$ cat config.mk
export PLATFORM = sky130hd
export DESIGN_NAME = transmissor_codigo
export DESIGN_NICKNAME = d
export VERILOG_FILES = /design/src/rtl/transmissor_codigo.sv
export SDC_FILE = /design/constraint.sdc
export NUM_CORES = 1
export LEC_CHECK = 0
export CAP_MARGIN = 20
export CORE_ASPECT_RATIO = 0.75
export CORE_MARGIN = 2
export CORE_UTILIZATION = 50
export CTS_BUF_LIST = sky130_fd_sc_hd__clkbuf_8
export CTS_CLUSTER_DIAMETER = 40
export CTS_CLUSTER_SIZE = 16
export DETAILED_ROUTE_END_ITERATION = 8
export PLACE_DENSITY = 0.71
export SLEW_MARGIN = 20
export SYNTH_ARGS = -nofsm -noshare
export SYNTH_HDL_FRONTEND = slang
export SYNTH_SLANG_ARGS = --single-unit
$ cat constraint.sdc
create_clock -name clk -period 5.05 [get_ports clk]
set_clock_uncertainty 0.1 [all_clocks]
set_input_delay 1.01 -clock clk [delete_from_list [all_inputs] [get_ports clk]]
set_output_delay 1.01 -clock clk [all_outputs]
set_load 0.05 [all_outputs]
$ cat src/rtl/transmissor_codigo.sv
// transmissor_codigo: paced digit sequencer and result reader for the code lock. Rev 1.0
// Optional macro REPETE_EN: one retransmission after an ESPERA timeout, adds tentativas output.
`default_nettype none

module transmissor_codigo #(
  parameter int N_DIGITOS = 4,
  parameter int T_INSERE  = 1,
  parameter int T_PAUSA   = 2,
  parameter int T_ESPERA  = 8
) (
  input  logic       clk,
  input  logic       reset,
  input  logic       grava,
  input  logic [2:0] endereco,
  input  logic [3:0] dado,
  input  logic       iniciar,
  input  logic       LED,
  output logic [4:1] numero,
  output logic       insere,
  output logic       ocupado,
  output logic       concluido,
`ifdef REPETE_EN
  output logic [1:0] tentativas,
`endif
  output logic       aceito
);

  localparam int T_MAX = (T_INSERE > T_PAUSA) ?
                         ((T_INSERE > T_ESPERA) ? T_INSERE : T_ESPERA) :
                         ((T_PAUSA  > T_ESPERA) ? T_PAUSA  : T_ESPERA);
  localparam int CW = $clog2(T_MAX + 1);

  localparam logic [CW-1:0] LAST_INS = CW'(T_INSERE - 1);
  localparam logic [CW-1:0] LAST_PAU = CW'(T_PAUSA - 1);
  localparam logic [CW-1:0] LAST_ESP = CW'(T_ESPERA - 1);
  localparam logic [CW-1:0] CNT_SAT  = CW'(T_MAX);
  localparam logic [2:0]    LAST_IDX = 3'(N_DIGITOS - 1);

  typedef enum logic [2:0] {
    OCIOSO  = 3'd0,
    ENVIA   = 3'd1,
    PAUSA   = 3'd2,
    ESPERA  = 3'd3,
    FIM     = 3'd4,
    RETENTA = 3'd5
  } estado_t;

  estado_t       estado, proximo;
  logic [CW-1:0] cnt;
  logic [2:0]    indice;
  logic [3:0]    slot [8];
  logic          inicia, avanca, acerto;
`ifdef REPETE_EN
  logic          repete;
`endif

  always_comb begin
    proximo   = estado;
    inicia    = 1'b0;
    avanca    = 1'b0;
    acerto    = 1'b0;
`ifdef REPETE_EN
    repete    = 1'b0;
`endif
    numero    = 4'd0;
    insere    = 1'b0;
    ocupado   = 1'b0;
    concluido = 1'b0;
    case (estado)
      OCIOSO: begin
        if (iniciar) begin
          proximo = ENVIA;
          inicia  = 1'b1;
        end
      end
      ENVIA: begin
        numero  = slot[indice];
        insere  = 1'b1;
        ocupado = 1'b1;
        if (cnt == LAST_INS) proximo = PAUSA;
      end
      PAUSA: begin
        numero  = slot[indice];
        ocupado = 1'b1;
        if (cnt == LAST_PAU) begin
          if (indice == LAST_IDX) begin
            proximo = ESPERA;
          end else begin
            proximo = ENVIA;
            avanca  = 1'b1;
          end
        end
      end
      ESPERA: begin
        ocupado = 1'b1;
        // LED wins over a timeout landing on the same edge
        if (LED) begin
          proximo = FIM;
          acerto  = 1'b1;
        end else if (cnt == LAST_ESP) begin
`ifdef REPETE_EN
          if (tentativas == 2'd1) begin
            proximo = RETENTA;
            repete  = 1'b1;
          end else begin
            proximo = FIM;
          end
`else
          proximo = FIM;
`endif
        end
      end
      RETENTA: begin
        ocupado = 1'b1;
        if (cnt == LAST_PAU) proximo = ENVIA;
      end
      FIM: begin
        concluido = 1'b1;
        proximo   = OCIOSO;
      end
      default: proximo = OCIOSO;
    endcase
  end

  always_ff @(posedge clk or posedge reset) begin
    if (reset) begin
      estado <= OCIOSO;
      cnt    <= '0;
      indice <= 3'd0;
      aceito <= 1'b0;
`ifdef REPETE_EN
      tentativas <= 2'd0;
`endif
      for (int i = 0; i < 8; i++) slot[i] <= 4'd0;
    end else begin
      estado <= proximo;
      if (proximo != estado) cnt <= '0;
      else if (cnt != CNT_SAT) cnt <= cnt + CW'(1);

      if (inicia) begin
        indice <= 3'd0;
        aceito <= 1'b0;
      end
`ifdef REPETE_EN
      else if (repete) indice <= 3'd0;
`endif
      else if (avanca) indice <= indice + 3'd1;

      if (acerto) aceito <= 1'b1;

`ifdef REPETE_EN
      if (inicia) tentativas <= 2'd1;
      else if (repete) tentativas <= 2'd2;
`endif

      // the code is frozen from the accepted start until FIM
      if (grava && !ocupado && !inicia && ({1'b0, endereco} < 4'(N_DIGITOS)))
        slot[endereco] <= dado;
    end
  end

endmodule

`default_nettype wire

==> run_summary.xml <==
<?xml version="1.0" encoding="UTF-8"?>
<metrics>
  <group name="placement">
    <metric name="gp_congestion" unit="">0.843</metric>
    <metric name="placement.io_buffers" unit="">19</metric>
    <metric name="instance_count_after_placement_with_tap_cells_included" unit="">228</metric>
    <metric name="place_hpwl" unit="mm">2.66</metric>
  </group>
  <group name="timing">
    <metric name="finalWorstPathRequiredPeriod" unit="ns">3.61</metric>
    <metric name="timing.final.hold_violations" unit="">0</metric>
    <metric name="setup_violations" unit="">0</metric>
    <metric name="tightestPinTransition" unit="ns">0.584</metric>
    <metric name="timing.fmax" unit="MHz">277</metric>
    <metric name="rsz0062_at_grt" unit="">false</metric>
    <metric name="setup-tns-final" unit="ns">0</metric>
    <metric name="timing.max_slew.rel_slack" unit="%">61.1</metric>
    <metric name="final_cycle_share" unit="%">71.5</metric>
    <metric name="timing_max_transition_violations_final" unit="">0</metric>
  </group>
  <group name="drt">
    <metric name="firstDrtPassIters" unit="">4</metric>
    <metric name="drt_first_iter_violations" unit="">75</metric>
    <metric name="routed_wirelength" unit="mm">3.77</metric>
    <metric name="routed_antenna_nets" unit="">0</metric>
    <metric name="vias" unit="">1306</metric>
    <metric name="routed_length_per_placed_instance" unit="um">16.0</metric>
    <metric name="post_drt_via_cell_ratio" unit="">5.56</metric>
    <metric name="drc" unit="">0</metric>
  </group>
  <group name="finish">
    <metric name="multiInputGateArea" unit="sq um">880</metric>
    <metric name="n_antenna_cell" unit="">0</metric>
    <metric name="area.growth.synth_to_final" unit="%">13.0</metric>
    <metric name="most_common_cell_after_layout_fill_and_taps_aside" unit="">dfrtp_1</metric>
    <metric name="final-instance-count-excl-fill" unit="">235</metric>
    <metric name="final-seq-area" unit="sq mm">0.00108</metric>
    <metric name="fraction_of_final_layout_cells_with_drive_strength_greater_than_1" unit="%">21.7</metric>
    <metric name="fillerInstances" unit="">342</metric>
    <metric name="num-nets-final" unit="">197</metric>
    <metric name="layout_common_cells" unit="">dfrtp_1, clkdlybuf4s50_1, mux2_2</metric>
  </group>
  <group name="worst_setup_path">
    <metric name="critPathMaxStageDelay" unit="ns">0.72</metric>
    <metric name="timing.critical_path.buf_inv" unit="">1</metric>
    <metric name="worst-setup-path-type" unit="">register to primary output</metric>
    <metric name="timing.reg2reg.setup_slack" unit="ns">2.82</metric>
    <metric name="startpoint_class_of_the_critical_path" unit="">register</metric>
    <metric name="data_required_time_at_the_worst_endpoint" unit="ns">3.94</metric>
    <metric name="worst-r2r-cell-count" unit="">6</metric>
    <metric name="crit_chain" unit="">mux4_2, nand2_1, a21oi_1, clkdlybuf4s50_1</metric>
    <metric name="cpLargestDelayFamily" unit="">flip-flops</metric>
    <metric name="rr_startpoint" unit="">indice[0]</metric>
    <metric name="cp.arrival" unit="ns">2.50</metric>
    <metric name="rr_endpoint" unit="">indice[2]</metric>
    <metric name="critical_path.slowest_cell" unit="">dfrtp_1</metric>
    <metric name="type_of_element_capturing_the_critical_path" unit="">primary output</metric>
    <metric name="cp_max_fo" unit="">10</metric>
  </group>
  <group name="pwr">
    <metric name="switching_share_of_total_power" unit="%">39.1</metric>
    <metric name="seq_power_share" unit="%">41.4</metric>
    <metric name="power.share.clock" unit="%">17.2</metric>
    <metric name="leak_pwr" unit="nW">1.04</metric>
    <metric name="net-switching-power" unit="W">0.000499</metric>
    <metric name="power.density_cell_area" unit="mW/mm^2">547</metric>
    <metric name="p_int" unit="W">0.000776</metric>
    <metric name="vdd_drop_max" unit="mV">0.269</metric>
    <metric name="comb_power_share" unit="%">41.4</metric>
  </group>
  <group name="clock_network">
    <metric name="clock_latency" unit="ns">0.29</metric>
    <metric name="cts_inserted_buffers" unit="">5</metric>
    <metric name="max-clock-path-buffers" unit="">2</metric>
    <metric name="postCtsResizedCells" unit="">0</metric>
    <metric name="ctsHoldBuffers" unit="">0</metric>
    <metric name="max_h_tree_level" unit="">2</metric>
    <metric name="numClockSinks" unit="">43</metric>
    <metric name="cts_tree" unit="">done</metric>
    <metric name="cts.repair_timing.setup_buffer_count" unit="">0</metric>
    <metric name="clkSlewWorstSetupHoldPaths" unit="ns">0.08</metric>
    <metric name="clock-root-buffer" unit="">clkbuf_8</metric>
  </group>
  <group name="synth">
    <metric name="synth_cell_type_count" unit="">34</metric>
    <metric name="syn_inst" unit="">174</metric>
    <metric name="dominantRegCellSynth" unit="">dfrtp_1</metric>
    <metric name="post_synth.cell_area_avg" unit="sq um">11.9</metric>
    <metric name="mappedNetlistNets" unit="">191</metric>
    <metric name="ys_seq_elements" unit="">43</metric>
    <metric name="yosysWarningCount" unit="">0</metric>
    <metric name="synth_sequential_area_ratio" unit="%">52.1</metric>
    <metric name="asyncSetResetFlopFracSynth" unit="%">100</metric>
    <metric name="netlist_area" unit="sq mm">0.00206</metric>
    <metric name="synth-edff-count" unit="">0</metric>
  </group>
  <group name="die">
    <metric name="die_area" unit="sq mm">0.00466</metric>
    <metric name="die_y" unit="um">59.7</metric>
    <metric name="core_area" unit="sq mm">0.00400</metric>
    <metric name="floorplan.initialDensity" unit="%">51.6</metric>
    <metric name="die_width" unit="um">78.2</metric>
    <metric name="std_cell_rows" unit="">20</metric>
    <metric name="pin_count" unit="">20</metric>
  </group>
  <group name="global_route">
    <metric name="gr-usage-all-layers" unit="%">18.1</metric>
    <metric name="use_met2" unit="%">23.8</metric>
    <metric name="antenna_found_initial" unit="">0</metric>
    <metric name="global_route.usage.met3" unit="%">6.34</metric>
    <metric name="first_global_vias" unit="">1231</metric>
    <metric name="grt_start_max_net_pins" unit="">44</metric>
    <metric name="met1_usage" unit="%">27.7</metric>
    <metric name="grt_first_pass_wirelength" unit="mm">6.20</metric>
    <metric name="grt_overflow_total" unit="">0</metric>
    <metric name="grt.busiest_layer" unit="">met1</metric>
  </group>
  <group name="hold_path">
    <metric name="min_delay_worst_endpoint" unit="">slot[3]</metric>
    <metric name="hold_path.class" unit="">register to register</metric>
    <metric name="holdPathStages" unit="">0</metric>
    <metric name="startpoint_of_the_lowest_slack_hold_path" unit="">slot[3]</metric>
  </group>
  <group name="flow_run">
    <metric name="max_cap_violations" unit="">0</metric>
  </group>
  <group name="run_status">
    <metric name="status" unit="">finished clean</metric>
  </group>
</metrics>
-- flip-flops by register name, indices dropped and copies added (netlist names) --
| register | count |
|---|---|
| estado | 3 |
| aceito | 1 |
| indice | 3 |
| slot | 32 |
| cnt | 4 |
-- worst reg2reg max path: stages, from the launching register on --
cell and delay (ns):
dfrtp_1 0.60, ha_1 0.31, ha_1 0.19, nor4b_2 0.28, nand3_1 0.24, or2_2 0.33, a21oi_1 0.12
-- power groups by stage --
stage / combinational (W) / sequential [W] / clock [W]
2_1_floorplan: 0.000419 / 0.000491 / 0
3_3_place_gp: 0.000512 / 0.000530 / 0
3_5_place_dp: 0.000526 / 0.000534 / 0
4_1_cts: 0.000530 / 0.000528 / 0.000223
5_1_grt: 0.000571 / 0.000543 / 0.000247
6_report: 0.000528 / 0.000528 / 0.000219
-- per-layer routing --
layer	wire length, um	share of wire [%]
met5	0	0
met3	175	4.6
met2	1660	44
met1	1910	51
met4	30	0.80
-- layout make-up --
cell class / count / area share [%]
flip-flops and latches: 43 / 46.1
inverters: 6 / 0.966
well taps: 55 / 2.95
multi-input cells: 104 / 37.7
clock inverters: 1 / 0.215
repair buffers: 20 / 8.48
clock buffers: 6 / 3.54
-- metrics by stage --
| stage | worst slack (ns) | power [W] | utilization (%) | hold WS [ns] | area (sq um) |
|---|---|---|---|---|---|
| floorplan | 2.20 | 0.000910 | - | 0.324 | 2060 |
| global placement | 1.81 | 0.00104 | 56.1 | 0.260 | 2240 |
| detailed placement | 1.74 | 0.00106 | 56.1 | 0.263 | 2240 |
| CTS | 1.39 | 0.00128 | 58.3 | 0.280 | 2330 |
| global route | 1.26 | 0.00136 | 58.3 | 0.291 | 2330 |
| finish | 1.44 | 0.00127 | 58.3 | 0.275 | 2330 |
-- cell usage after synthesis (2+ instances only) --
cell,instances,area [sq um]
a21oi_1,12,60.1
buf_2,3,15.0
nor3_1,4,20.0
nand2b_1,2,12.5
mux4_2,8,180
and3b_1,2,17.5
o31ai_1,2,15.0
mux2i_1,2,20.0
nor2b_1,3,18.8
or2_2,2,12.5
nand3_1,3,15.0
dfrtp_1,43,1080
nor2_1,8,30.0
inv_1,6,22.5
nand2_1,15,56.3
o21ai_0,3,15.0
xor2_1,3,26.3
clkbuf_1,17,63.8
ha_1,5,62.6
mux2_2,17,191
-- cell families after synthesis --
logic type	after synthesis	synth area share [%]
XOR/XNOR	4	1.70
adder cells (fa/ha/maj)	5	3.03
buffers and inverters	27	5.27
AND/OR/NAND/NOR	44	11.9
multiplexers	27	19.0
AO/OA/AOI/OAI	24	6.97
flip-flops	43	52.1
-- worst max-delay path by stage --
stage               slack (ns)       from  cells after the start        end
global route              1.26  indice[0]                      4  numero[4]
finish                    1.44  indice[0]                      4  numero[4]
floorplan                 2.20  indice[0]                      4  numero[1]
CTS                       1.39  indice[0]                      4  numero[4]
global placement          1.81  indice[0]                      4  numero[4]
detailed placement        1.74  indice[0]                      4  numero[4]
Power figures use the tool's default switching activity.
